### src/rtl/alrdwr_bram_ctrl.sv
// Controller that puts a simple valid/ready read/write request interface in front of a single-port BRAM.
// Reads are credit-limited so that every read in flight already has a slot in the response FIFO.
module alrdwr_bram_ctrl #(
    parameter int ADDR_WIDTH  = 12,
    parameter int DATA_BITS   = 2,
    parameter int DATA_WIDTH  = 8 << DATA_BITS,
    parameter int BRAM_STAGES = 1,
    parameter int ID_WIDTH    = 1,
    parameter int ARB_MODE    = 0,
    parameter int RESP_DEPTH  = 4
) (
    input  logic                            clk,
    input  logic                            rst_n,
    // write request
    input  logic [ADDR_WIDTH-1:DATA_BITS]   s_al_waddr,
    input  logic                            s_al_wvalid,
    input  logic [DATA_WIDTH-1:0]           s_al_wdata,
    input  logic [DATA_WIDTH/8-1:0]         s_al_wstrb,
    output logic                            s_al_wready,
    // read request
    input  logic [ADDR_WIDTH-1:DATA_BITS]   s_al_araddr,
    input  logic                            s_al_arvalid,
    input  logic [ID_WIDTH-1:0]             s_al_arid,
    output logic                            s_al_arready,
    // read response
    output logic [DATA_WIDTH-1:0]           s_al_rdata,
    output logic                            s_al_rvalid,
    output logic [ID_WIDTH-1:0]             s_al_rid,
    input  logic                            s_al_rready,
    // BRAM port
    output logic [ADDR_WIDTH-1:DATA_BITS]   bram_addr,
    output logic                            bram_en,
    output logic [DATA_WIDTH/8-1:0]         bram_we,
    output logic [DATA_WIDTH-1:0]           bram_data_wr,
    input  logic [DATA_WIDTH-1:0]           bram_data_rd
);

    localparam int NB = DATA_WIDTH / 8;
    localparam int PW = $clog2(RESP_DEPTH);
    localparam int CW = $clog2(RESP_DEPTH + 1);
    localparam logic [CW-1:0] CREDIT_MAX = CW'(RESP_DEPTH);

    logic [CW-1:0]         credit_q, credit_d;
    logic                  rr_write_q, rr_write_d;
    logic                  pipe_vld_q [BRAM_STAGES];
    logic [ID_WIDTH-1:0]   pipe_id_q  [BRAM_STAGES];
    logic [DATA_WIDTH-1:0] fifo_data_q [RESP_DEPTH];
    logic [ID_WIDTH-1:0]   fifo_id_q   [RESP_DEPTH];
    logic [PW:0]           wr_ptr_q, wr_ptr_d, rd_ptr_q, rd_ptr_d;

    logic read_ok, read_elig, write_elig, write_wins, contended;
    logic rd_acc, wr_acc, push, pop;

    // Arbitration: write_wins says who takes a contended cycle.
    always_comb begin
        write_wins = 1'b0;
        case (ARB_MODE)
            1:       write_wins = 1'b1;
            2:       write_wins = rr_write_q;
            default: write_wins = 1'b0;
        endcase
    end

    assign read_ok      = rst_n && (credit_q < CREDIT_MAX);
    assign read_elig    = s_al_arvalid && read_ok;
    assign write_elig   = rst_n && s_al_wvalid;
    assign contended    = read_elig && write_elig;
    assign s_al_arready = read_ok && !(write_elig && write_wins);
    assign s_al_wready  = rst_n && !(read_elig && !write_wins);
    assign rd_acc       = s_al_arvalid && s_al_arready;
    assign wr_acc       = s_al_wvalid && s_al_wready;

    assign bram_en      = rd_acc || (wr_acc && (|s_al_wstrb));
    assign bram_addr    = wr_acc ? s_al_waddr : s_al_araddr;
    assign bram_data_wr = s_al_wdata;

    generate
        for (genvar gi = 0; gi < NB; gi++) begin : g_we
            assign bram_we[gi] = wr_acc && s_al_wstrb[gi];
        end
    endgenerate

    assign push        = pipe_vld_q[BRAM_STAGES-1];
    assign s_al_rvalid = rst_n && (wr_ptr_q != rd_ptr_q);
    assign pop         = s_al_rvalid && s_al_rready;
    assign s_al_rdata  = fifo_data_q[rd_ptr_q[PW-1:0]];
    assign s_al_rid    = fifo_id_q[rd_ptr_q[PW-1:0]];

    always_comb begin
        credit_d   = credit_q;
        rr_write_d = rr_write_q;
        wr_ptr_d   = wr_ptr_q;
        rd_ptr_d   = rd_ptr_q;
        if (rd_acc && !pop) begin
            credit_d = credit_q + CW'(1);
        end else if (pop && !rd_acc) begin
            credit_d = credit_q - CW'(1);
        end
        // Round-robin memory only moves on contended cycles.
        if (contended) begin
            rr_write_d = rd_acc;
        end
        if (push) begin
            wr_ptr_d = wr_ptr_q + 1'b1;
        end
        if (pop) begin
            rd_ptr_d = rd_ptr_q + 1'b1;
        end
    end

    always_ff @(posedge clk) begin
        if (!rst_n) begin
            credit_q   <= '0;
            rr_write_q <= 1'b0;
            wr_ptr_q   <= '0;
            rd_ptr_q   <= '0;
        end else begin
            credit_q   <= credit_d;
            rr_write_q <= rr_write_d;
            wr_ptr_q   <= wr_ptr_d;
            rd_ptr_q   <= rd_ptr_d;
        end
    end

    // Read tag pipeline tracks the BRAM latency and advances every cycle.
    always_ff @(posedge clk) begin
        pipe_id_q[0] <= s_al_arid;
        for (int i = 1; i < BRAM_STAGES; i++) begin
            pipe_id_q[i] <= pipe_id_q[i-1];
        end
        if (!rst_n) begin
            for (int i = 0; i < BRAM_STAGES; i++) begin
                pipe_vld_q[i] <= 1'b0;
            end
        end else begin
            pipe_vld_q[0] <= rd_acc;
            for (int i = 1; i < BRAM_STAGES; i++) begin
                pipe_vld_q[i] <= pipe_vld_q[i-1];
            end
        end
    end

    always_ff @(posedge clk) begin
        if (push) begin
            fifo_data_q[wr_ptr_q[PW-1:0]] <= bram_data_rd;
            fifo_id_q[wr_ptr_q[PW-1:0]]   <= pipe_id_q[BRAM_STAGES-1];
        end
    end

endmodule

### config.mk
export PLATFORM = sky130hd
export DESIGN_NAME = alrdwr_bram_ctrl
export DESIGN_NICKNAME = d
export VERILOG_FILES = /design/src/rtl/alrdwr_bram_ctrl.sv
export SDC_FILE = /design/constraint.sdc
export NUM_CORES = 1
export LEC_CHECK = 0
export CAP_MARGIN = 10
export CELL_PAD_IN_SITES_DETAIL_PLACEMENT = 1
export CELL_PAD_IN_SITES_GLOBAL_PLACEMENT = 1
export CORE_ASPECT_RATIO = 0.7
export CORE_UTILIZATION = 42
export DETAILED_ROUTE_END_ITERATION = 10
export GPL_TIMING_DRIVEN = 1
export PLACE_DENSITY = 0.83
export SLEW_MARGIN = 15
export SYNTH_ARGS = -nofsm -noshare
export SYNTH_HDL_FRONTEND = slang
export SYNTH_SLANG_ARGS = --single-unit
### constraint.sdc
create_clock -name clk -period 5.3 [get_ports clk]
set_input_delay 0.53 -clock clk [delete_from_list [all_inputs] [get_ports clk]]
set_output_delay 0.53 -clock clk [all_outputs]
set_load 0.01 [all_outputs]
==> reports/summary.md, run 1 <==
The top-area cell type share of the netlist area works out to 67.7%. The worst-case IR drop observed on VDD is 0.199 mV. Number of instances resized during post-cts repair: 0.

Commonest register cell after synthesis: sky130_fd_sc_hd__edfxtp_1. By startpoint and endpoint, the worst setup path is classified as flip-flop to output pin. At the end of routability-driven placement, the weighted congestion stood at 0.795. For the area of the core region, the log shows 13,400 um^2.

Counting flops with an async set or reset pin after synthesis yields a share of 0%. The repair_antennas step left the layout with diodes totalling 0. The finished cells cover 7510 um^2.

The synthesized design contains 132 enable-type register cells. In this run the static leakage power is 2.46 nW. The run gives 2 as the buffer depth of the longest clock path. The number of global-route vias before repair is 3,328, and the average detailed-routed wire length per instance is 20.6 um.

The tools report the total global routing overflow as 0. The total negative slack for setup checks came out at 0 ns. Detailed placement ended at an HPWL of 7910 um.

Setup repair after global routing left no endpoint under its margin. The routed layout has 3,002 vias. The critical path's largest stage delay came out at 0.69 ns. The run finished with clean final reports. Data arrives at the worst endpoint at 2.65 ns. The tools report the fraction of the yosys area taken by sequential cells as 72.2%. Clock-pin slew was measured on the worst setup and hold paths at 0.06 ns. Of the cells placed in the final design, the portion with a size suffix greater than 1 is 19.3%. The H-tree was split into 4 levels. The smallest clock period supported by the final layout is computed as 3.18 ns. Setup violations remaining at the end of the flow were counted as 0.

Once the clock tree was built, the setup fixing pass inserted 0 buffers. Placed instance area: 6940 um^2. The number of max-slew violations in the final report is 0. The sum of internal, switching and leakage power came out at 3.06 mW. By area the synthesized netlist is led by sky130_fd_sc_hd__edfxtp_1 (68%), sky130_fd_sc_hd__mux4_2 (13%), sky130_fd_sc_hd__dfxtp_1 (4.4%).

Measured against its own limit, the worst slew margin works out to 35.4%. The number of antenna violations at the first check in global routing is 0, and the final worst-path cycle share is 60.0%. The largest individual stage delay along the critical path comes from the cell sky130_fd_sc_hd__dfxtp_2.

For the cell area after technology mapping, the log shows 5850 um^2. The net count of the finished layout is 493. The growth of design area from synthesis to finish works out to 28.4%. Summed over all layers, the routed wires come to 12,200 um. In the routed design, unresolved DRC markers number 0. Pin placement for this block handled 177 I/O pins. TritonCTS built the clock tree.

For the pin with the worst max-slew slack, the measured transition is 0.968 ns. In this run, post-CTS hold repair placed 0 buffers. The worst-case clock skew came out at 0.0104 ns. The run gives 35 as the largest net degree at the start of global routing.

Endpoint kind of the worst setup timing path: an output pin. The required time of the critical path is 4.77 ns, and the number of routed nets with antenna violations is 0. Maximum fanout along the worst path: 19. The cell count after synthesis came out at 302. In this run, the number of DRC markers left after iteration 0 of detailed routing was 120. Buffers inserted during clock tree synthesis total 17.

Input and output buffers added on the ports amount to 112. For this design the ratio of total power to cell area is 407 nW/um^2. The global-route wire length before repair was 18,600 um.

The logs give 56.2% for the share of the core filled with cells in the final layout and 4 for the total iterations of the first detailed-routing run. After synthesis, the netlist uses 33 different library cells. The run gives 0 as the final-report hold violation count. Measured along the y axis, the die boundary spans 101 um.

The signal on the critical path passes through buf_4, mux4_2, clkdlybuf4s50_1. Global routing consumed, over all layers together, 18.0% of the routing resources. The horizontal die dimension was 143 um. Dividing the detail-routed via count by the number of cells gives 5.09.

The flip-flop and latch count after synthesis was 145; the floorplan die area was 14,400 um^2. Once the floorplan was initialized, standard cells occupied 43.8% of the core. The path class of the tightest hold or removal check is flip-flop to flip-flop. STA classifies the critical path startpoint as a flip-flop. Yosys printed 0 warnings. A synthesized cell averages 19.4 um^2.

The logs give 145 for the number of clock sinks and 0.40 ns for the worst-skew pair later-pin latency. For this run, the top clock speed supported by timing is 0.314 GHz. The number of nets produced by synthesis is 403. Of all cell types, the one taking the most synthesized area is sky130_fd_sc_hd__edfxtp_1. Max-cap violation count: 0. For the number of placement rows, the log shows 35.

The cell sitting at the root of the clock tree is a sky130_fd_sc_hd__clkbuf_16.
[power breakdown]
group | switching, mW | internal, mW
clock | 0.435 | 0.734
sequential | 0.0556 | 1.31
combinational | 0.210 | 0.313
total | 0.701 | 2.36
[cell families (layout without fill, tap and decap cells)]
family / Yosys count / in the layout / synth area share (%)
adders and majority gates: 7 / 7 / 1.62
buffers and inverters: 52 / 155 / 5.50
AOI/OAI and AO/OA: 14 / 14 / 1.71
DFF: 145 / 145 / 72.2
muxes: 45 / 45 / 15.0
xor gates and xnor gates: 9 / 9 / 1.35
and+or+nand+nor: 30 / 30 / 2.67
[area by class of cell]
cell class | count | area [um^2]
clock buffers | 20 | 437
clock inverters | 12 | 140
fillers | 1208 | 5840
inverters | 10 | 37.5
multi-input cells | 105 | 1310
flip-flops and latches | 145 | 4230
well taps | 185 | 231
repair buffers | 113 | 1130
[worst max-delay path, delay by kind of cell (launching register included)]
family / cells / cell delay (ns)
buffers and inverters: 2 / 0.97
flip-flops: 1 / 0.69
multiplexers: 1 / 0.58
[Yosys cell counts, drive strengths merged (2+ instances only)]
cell,number
nand4,2
xor2,4
dfxtp,13
edfxtp,132
mux2i,2
ha,6
a21oi,4
mux4,33
and2,5
xnor2,5
clkbuf,5
inv,10
nor3,2
nor2,13
mux2,10
o211ai,4
buf,37
o21ai,2
[worst paths after layout]
check	slack, ns	to	depth (start not counted)	startpoint
worst max-delay path	2.12	s_al_rid	3	flip-flop
worst min-delay path	0.51	fifo_id_q[3]$_DFFE_PP_	0	pipe_id_q[0]$_DFF_P_
worst max register to register	2.88	credit_q[2]$_SDFFE_PN0P_	9	wr_ptr_q[0]$_SDFFE_PN0P_
worst min register to register	0.51	fifo_id_q[3]$_DFFE_PP_	0	pipe_id_q[0]$_DFF_P_
[registers in the layout (all words and copies together), names as in the netlist, named ones only]
signal,flops
pipe_vld_q,1
fifo_id_q,4
rd_ptr_q,3
wr_ptr_q,3
credit_q,3
fifo_data_q,128
pipe_id_q,1
[metrics by stage]
step,worst slack [ns],std cells,hold slack (ns)
CTS,2.00,590,0.522
global placement,2.28,558,0.455
floorplan,3.19,302,0.438
finish,2.12,590,0.512
detailed placement,2.13,558,0.498
global route,1.90,590,0.542
[placed cells by master (no fill, tap or decap), types with 2 or more instances in the layout]
master and count:
sky130_fd_sc_hd__edfxtp_1 132, sky130_fd_sc_hd__nand4_1 2, sky130_fd_sc_hd__clkinv_1 3, sky130_fd_sc_hd__dfxtp_1 11, sky130_fd_sc_hd__mux2i_1 2, sky130_fd_sc_hd__clkdlybuf4s50_1 112, sky130_fd_sc_hd__clkbuf_1 3, sky130_fd_sc_hd__clkinvlp_4 2
sky130_fd_sc_hd__o211ai_1 3, sky130_fd_sc_hd__a21oi_1 4, sky130_fd_sc_hd__clkinv_2 3, sky130_fd_sc_hd__clkbuf_16 17, sky130_fd_sc_hd__ha_1 6, sky130_fd_sc_hd__bufinv_16 3, sky130_fd_sc_hd__o21ai_0 2, sky130_fd_sc_hd__nor2_1 13
sky130_fd_sc_hd__mux2_2 10, sky130_fd_sc_hd__xnor2_1 5, sky130_fd_sc_hd__dfxtp_2 2, sky130_fd_sc_hd__nor3_1 2, sky130_fd_sc_hd__xor2_1 4, sky130_fd_sc_hd__mux4_2 33, sky130_fd_sc_hd__inv_1 10, sky130_fd_sc_hd__and2_2 4
[metal layers]
| layer | part of all wire [%] | up-vias | global-route usage, % |
|---|---|---|---|
| met5 | 0 | - | 0 |
| met4 | 1.6 | 0 | 8.52 |
| met3 | 5.3 | 34 | 4.28 |
| met2 | 50 | 85 | 29.5 |
| met1 | 43 | 1541 | 22.9 |
| li1 | - | 1342 | - |
(Power assumes the default switching activity.)
==> inputs of run 2 (changes only) <==
- CORE_UTILIZATION: 42 -> 35
- PLACE_DENSITY: 0.83 -> 0.74
- clock period: 5.3 -> 2.6 ns (I/O delays scaled with it)
==> run 2 against run 1 <==
Power up 110%. Largest power group unchanged. Flip-flop and latch count unchanged. Core utilization down 8.9 points. Sequential power up 100%. Combinational power up 130%. Sequential share of layout area down 1.6 points. Cell count up 8.8%. Worst hold slack worse by 0.20 ns. Global-route usage down 3.0 points. Clock skew about the same. Die area up 20%. Worst setup slack worse by 2.0 ns.
==> reports/summary.md, run 2 (synthesis results as in run 1) <==
The largest net degree at the start of global routing was 34 (-2.9%). The horizontal die dimension works out to 157 um (+9.4%). Detailed placement HPWL: 8090 um (+2.3%). Leaving out fill and tap cells, the most frequent cell in the layout is sky130_fd_sc_hd__edfxtp_1.

Depth of the most critical reg-to-reg path: 9 (unchanged). The global-route wire length before repair was 18,700 um (+0.37%); the total I/O pin count was 177 (unchanged). The run gives 609 (+9.1%) as the number of cells after detailed placement.

The number of max-slew violations in the final report is 0 (unchanged). The arrival time of data at the critical path endpoint came out at 2.19 ns (-0.46 ns). The number of flip-flops in the largest register came out at 128 (unchanged). Leaving out fill and tap cells, the most frequent cells in the layout are sky130_fd_sc_hd__edfxtp_1 (132), sky130_fd_sc_hd__clkdlybuf4s50_1 (112), sky130_fd_sc_hd__mux4_2 (33), sky130_fd_sc_hd__clkbuf_16 (18), sky130_fd_sc_hd__nor2_1 (13). The maximum fanout along the worst path works out to 15 (-4). The tools report the number of antenna violations at the first check in global routing as 0 (unchanged).

The placer congestion estimate was 0.719 (-9.7%); the number of routed nets with antenna violations was 0 (unchanged). The critical path startpoint category is a flip-flop. The worst-skew pair later-pin latency came out at 0.41 ns (about the same).

The height of the die works out to 110 um (+9.4%). The path with the worst hold slack has its endpoint at pipe_id_q[0]$_DFF_P_. The logs give 0.26 ns (-2.62 ns) for the setup slack on the worst flop-to-flop path and 3,316 (-0.36%) for the number of global-route vias before repair. The share of the core filled with cells in the final layout came out at 47.3% (-8.9 points). The cell area after layout was 7740 um^2 (+3.0%). The relative contribution of combinational cells to total power is 18.9% (+1.8 points). For the buffer depth of the longest clock path, the log shows 2 (unchanged). For the net switching power of the design, the log shows 1.57 mW (+120%). The post-route worst hold slack was 0.314 ns (-0.199 ns); the sum of internal, switching and leakage power was 6.28 mW (+110%).

The total power divided by cell area works out to 812 nW/um^2 (+99%). Total global routing overflow: 0 (unchanged). The endpoint identified for the worst register-to-register timing path is credit_q[2]$_SDFFE_PN0P_. The global-route total usage across every layer is 15.1% (-3.0 points), and the final-report hold violation count is 0 (unchanged). The via-per-instance ratio works out to 4.77 (-6.2%).

For the sequential cell fraction of total power, the log shows 43.6% (-1.1 points). Dividing the final minimum period by the clock period gives 94.2%. The number of buffers added by the clock tree synthesis step came out at 17 (unchanged). The clock period could shrink to 2.45 ns. The fraction of power spent switching nets is 25.1% (+2.2 points), and the DRC violation total after the first TritonRoute iteration is 159 (+33%). The logs give 12,500 um (+3.0%) for the final wirelength and 0.0101 ns (-0.000240 ns) for the worst-case clock skew.

Total negative slack for setup checks: 0 ns (unchanged). Worst flop-to-flop path startpoint: rd_ptr_q[0]$_SDFFE_PN0P_. The tools report the worst-case setup slack after placement as 0.134 ns (-2.00 ns). The endpoint kind of the worst setup timing path was an output pin. The critical path is of the flip-flop to output pin type. The final-report setup violation count came out at 0 (unchanged).

The logs give 0.407 mV (+100%) for the maximum vdd ir drop and 7140 um^2 (+3.0%) for the placed instance area. The min-delay analysis places its worst path in the category input pin to flip-flop. Number of DRC violations after detailed routing: 0 (unchanged). The count of input and output buffers came out at 112 (unchanged). The average detailed-routed wire length per instance was 19.5 um (-5.3%); the growth of design area from synthesis to finish was 32.2%. The launch point of the worst hold path was s_al_arid. Total number of nets in the final design: 505 (+2.4%). The logs give 4.71 mW (+100%) for the cell-internal power and 0 (unchanged) for the number of inserted diodes.

Static timing analysis puts the maximum clock frequency at 0.408 GHz. TritonCTS built the clock tree. The max-cap violation count was 0 (unchanged); the clock group share of total power was 37.5% (-0.7 points). The required time of the critical path is 2.34 ns (-2.43 ns), and the total number of vias is 3,064 (+2.1%). The logs give 0 (unchanged) for the number of hold buffers added after CTS and 16,300 um^2 (+22%) for the area of the core region. The run gives 642 (+8.8%) as the filler-free cell count of the finished design. The tools report the worst max-slew margin expressed relative to the limit as 66.8% (+31 points).

Setup repair after global routing left no endpoint under its margin. The flow ran to the end, and the final reports show no timing, DRC or antenna violations. The run gives 4 (unchanged) as the number of H-tree levels. The number of instances resized during post-cts repair came out at 0 (unchanged). The clock transition at the registers of the reported paths is 0.06 ns (about the same), and the number of clock sinks is 145 (unchanged). The fraction of final layout cells with drive strength greater than 1 was 22.8% (+3.5 points); the initial standard-cell utilization of the core was 35.8% (-8.0 points). The total iterations of the first detailed-routing run came out at 4 (unchanged). The number of stages on the worst hold path works out to 1 (+1). The run gives 2.54 nW (+3.4%) as the leakage dissipation. The slew at the pin with the worst max-slew slack is 0.498 ns (-0.470 ns). The root buffer selected by CTS is sky130_fd_sc_hd__clkbuf_16. The tools report the number of placement rows as 39 (+11%). The floorplan die area is 17,200 um^2 (+20%), and the worst path setup slack after routing is 0.150 ns (-1.97 ns).
==> run 2: cell types whose count changed in the layout (fill, tap and decap cells not counted) <==
cell and change:
sky130_fd_sc_hd__buf_4 +5, sky130_fd_sc_hd__clkinv_4 +2, sky130_fd_sc_hd__clkbuf_1 -3, sky130_fd_sc_hd__bufinv_16 -2, sky130_fd_sc_hd__buf_12 +6, sky130_fd_sc_hd__inv_8 +1
sky130_fd_sc_hd__inv_6 +6, sky130_fd_sc_hd__clkinv_1 -2, sky130_fd_sc_hd__clkbuf_16 +1, sky130_fd_sc_hd__clkinv_2 -2
==> run 2: per-layer routing <==
layer / track usage (%) / part of all wire [%] / up-vias
met5: 0 / 0 / -
met4: 5.95 / 1.7 / 0
met3: 4.18 / 5.2 / 35
met2: 23.9 / 47 / 96
met1: 19.8 / 46 / 1560
li1: - / - / 1373
==> run 2: what timing repair did <==
action,in CTS,in global routing
setup endpoints to repair,0,2
hold endpoints to repair,0,0
setup buffers,0,0
==> run 2: final cells by class <==
cell class / count / area (um^2)
clock buffer: 17 / 425
multi-input combinational: 105 / 1310
fill: 1514 / 8610
sequential: 145 / 4230
tap: 225 / 282
inverter: 10 / 37.5
timing repair buffer: 125 / 1310
clock inverter: 15 / 144
==> run 2: worst max path at each step <==
stage                                   startpoint                  endpoint  slack, ns  cells after the start
after floorplan           wr_ptr_q[0]$_SDFFE_PN0P_  credit_q[2]$_SDFFE_PN0P_       0.49                      9
after global placement                       rst_n  credit_q[2]$_SDFFE_PN0P_       0.23                      9
after detailed placement                     rst_n  credit_q[2]$_SDFFE_PN0P_       0.13                      9
after CTS                                flip-flop             s_al_rdata[3]       0.05                      3
after global routing                     flip-flop             s_al_rdata[3]       0.04                      3
final                                    flip-flop            s_al_rdata[10]       0.15                      3
==> run 2: worst max-delay path: stages (launching register included) <==
cell	delay, ns
sky130_fd_sc_hd__dfxtp_2	0.48
sky130_fd_sc_hd__buf_12	0.22
sky130_fd_sc_hd__mux4_2	0.53
sky130_fd_sc_hd__clkdlybuf4s50_1	0.54
==> run 2: power groups by stage <==
stage | logic, mW | clock network [mW] | registers [mW]
2_1_floorplan | 0.646 | 0 | 2.76
3_3_place_gp | 1.17 | 0 | 2.77
3_5_place_dp | 1.18 | 0 | 2.78
4_1_cts | 1.20 | 2.42 | 2.73
5_1_grt | 1.29 | 2.48 | 2.75
6_report | 1.19 | 2.35 | 2.74
==> inputs of run 3 (changes only) <==
- CELL_PAD_IN_SITES_DETAIL_PLACEMENT: 1 -> 0
- SKIP_CTS_REPAIR_TIMING: default -> 1
==> run 3 against run 2 <==
Critical endpoint is now s_al_rdata[14]. Non-clock buffer count unchanged. Sequential power about the same. Die area unchanged. Wire length down 8.6%.
==> reports/summary.md, run 3 (synthesis results as in run 1) <==
The run gives 609 (unchanged) as the number of cells after detailed placement. Cell at the slowest stage of the critical path: sky130_fd_sc_hd__mux4_2. The final wirelength is 11,500 um (-8.6%), and the minimum clock period is 2.42 ns (-0.0261 ns). For the maximum clock frequency, the log shows 0.413 GHz (+1.1%). The logs give 0 (unchanged) for the number of inserted diodes and 35.8% (unchanged) for the initial standard-cell utilization of the core. The logs give 0.312 ns (-0.00205 ns) for the post-route worst hold slack and 0.42 ns (about the same) for the worst-skew pair later-pin latency.

Maximum fanout along the worst path: 15 (unchanged). The tools report the number of antenna violations at the first check in global routing as 0 (unchanged). The run gives 16,300 um^2 (unchanged) as the area of the core region. The start-to-end type of the worst setup path was flip-flop to output pin. The number of routed nets with antenna violations was 0 (unchanged). In this run the worst hold path is classified as input pin to flip-flop.

The horizontal die dimension was 157 um (unchanged). For the number of placement rows, the log shows 39 (unchanged). The run gives 0.389 mV (-4.3%) as the maximum vdd ir drop.

The worst setup path is captured at an output pin. The detailed placement HPWL is 7270 um (-10%), and the total number of nets in the final design is 505 (unchanged). The logs give 7740 um^2 (about the same) for the cell area after layout and 0 (unchanged) for the number of DRC violations after detailed routing. The final-report setup violation count was 0 (unchanged); the growth of design area from synthesis to finish was 32.3% (about the same). The worst path setup slack after routing is 0.176 ns (+0.0261 ns). Global-route total usage across every layer: 13.8% (-1.3 points).

The critical path's largest stage delay is 0.53 ns (about the same), and the worst max-slew margin expressed relative to the limit is 66.8% (about the same). Total I/O pin count: 177 (unchanged). The root buffer selected by CTS was sky130_fd_sc_hd__clkbuf_16. Placer congestion estimate: 0.719 (unchanged). The clock transition at the registers of the reported paths works out to 0.06 ns (about the same). Leaving out fill and tap cells, the most frequent cell in the layout is sky130_fd_sc_hd__edfxtp_1. STA classifies the critical path startpoint as a flip-flop.

The tools report the worst-case clock skew as 0.0104 ns (+0.000246 ns). The total iterations of the first detailed-routing run is 4 (unchanged). The tools report the buffer depth of the longest clock path as 2 (unchanged). Leakage dissipation: 2.54 nW (about the same).

The tools report the total global routing overflow as 0 (unchanged). The count of input and output buffers is 112 (unchanged). The critical path goes through clkbuf_16, mux4_2, clkdlybuf4s50_1. The arrival time of data at the critical path endpoint is 2.16 ns (-0.03 ns).

The average detailed-routed wire length per instance was 17.8 um (-8.6%). The share of the core filled with cells in the final layout is 47.4% (about the same). The total power divided by cell area works out to 808 nW/um^2 (-0.49%).

The number of buffers added by the clock tree synthesis step is 17 (unchanged), and the worst-case setup slack after placement is 0.160 ns (+0.0261 ns). Setup repair after global routing left no endpoint under its margin. The placed instance area was 7140 um^2 (unchanged). TritonCTS built the clock tree.

The number of flip-flops in the largest register is 128 (unchanged). The tools report the global-route wire length before repair as 17,000 um (-9.2%). The height of the die is 110 um (unchanged), and the slew at the pin with the worst max-slew slack is 0.499 ns (+0.000482 ns).

The final worst-path cycle share works out to 93.2% (-1.0 points). The setup slack on the worst flop-to-flop path was 0.28 ns (+0.02 ns). Filler-free cell count of the finished design: 642 (unchanged).

The logs give 0 (unchanged) for the final-report hold violation count and 17,200 um^2 (unchanged) for the floorplan die area. The number of clock sinks is 145 (unchanged). The tools report the number of H-tree levels as 4 (unchanged). Leaving out fill and tap cells, the most frequent cells in the layout are sky130_fd_sc_hd__edfxtp_1 (132), sky130_fd_sc_hd__clkdlybuf4s50_1 (112), sky130_fd_sc_hd__mux4_2 (33), sky130_fd_sc_hd__clkbuf_16 (18), sky130_fd_sc_hd__nor2_1 (13). The fraction of final layout cells with drive strength greater than 1 works out to 22.8% (unchanged). The total number of vias is 2,985 (-2.6%), and the total negative slack for setup checks is 0 ns (unchanged). For the max-cap violation count, the log shows 0 (unchanged).

The run finished with clean final reports. Largest net degree at the start of global routing: 34 (unchanged). The number of global-route vias before repair is 3,077 (-7.2%), and the via-per-instance ratio is 4.65 (-2.6%).

The DRC violation total after the first TritonRoute iteration came out at 191 (+20%). The tools report the number of max-slew violations in the final report as 0 (unchanged). The logs give 2.34 ns (about the same) for the required time of the critical path and 6.26 mW (-0.40%) for the sum of internal, switching and leakage power.
## run 3: final cells by class
class                           instances  area (um^2)
Sequential cell                       145         4230
Timing Repair Buffer                  125         1310
Fill cell                            1368         8600
Inverter                               10         37.5
Multi-Input combinational cell        105         1310
Tap cell                              225          282
Clock buffer                           17          425
Clock inverter                         15          151
## run 3: worst paths after layout
| path | depth (start not counted) | endpoint | from |
|---|---|---|---|
| setup / recovery | 3 | s_al_rdata[14] | flip-flop |
| hold / removal | 1 | pipe_id_q[0]$_DFF_P_ | s_al_arid |
| setup reg to reg | 9 | credit_q[2]$_SDFFE_PN0P_ | rd_ptr_q[0]$_SDFFE_PN0P_ |
| hold reg to reg | 0 | fifo_id_q[3]$_DFFE_PP_ | pipe_id_q[0]$_DFF_P_ |
## run 3: critical path, delay by kind of cell (launching register included)
family	cells	cell delay (ns)
mux	1	0.53
buf+inv	2	0.75
flops	1	0.46
## run 3: layer usage
metal | part of all wire [%] | GRT usage (%) | vias up | wire [um]
met5 | 0 | 0 | - | 0
met4 | 1.6 | 4.48 | 0 | 187
met3 | 6.6 | 5.39 | 32 | 759
met2 | 45 | 21.1 | 108 | 5180
met1 | 47 | 18.0 | 1479 | 5330
li1 | - | - | 1366 | -
## run 3: power by group
part	switching, mW	leakage (nW)	internal (mW)	total (mW)
logic	0.483	0.960	0.696	1.18
registers	0.0649	1.30	2.67	2.73
clock network	1.00	0.277	1.34	2.34
total	1.55	2.54	4.71	6.26
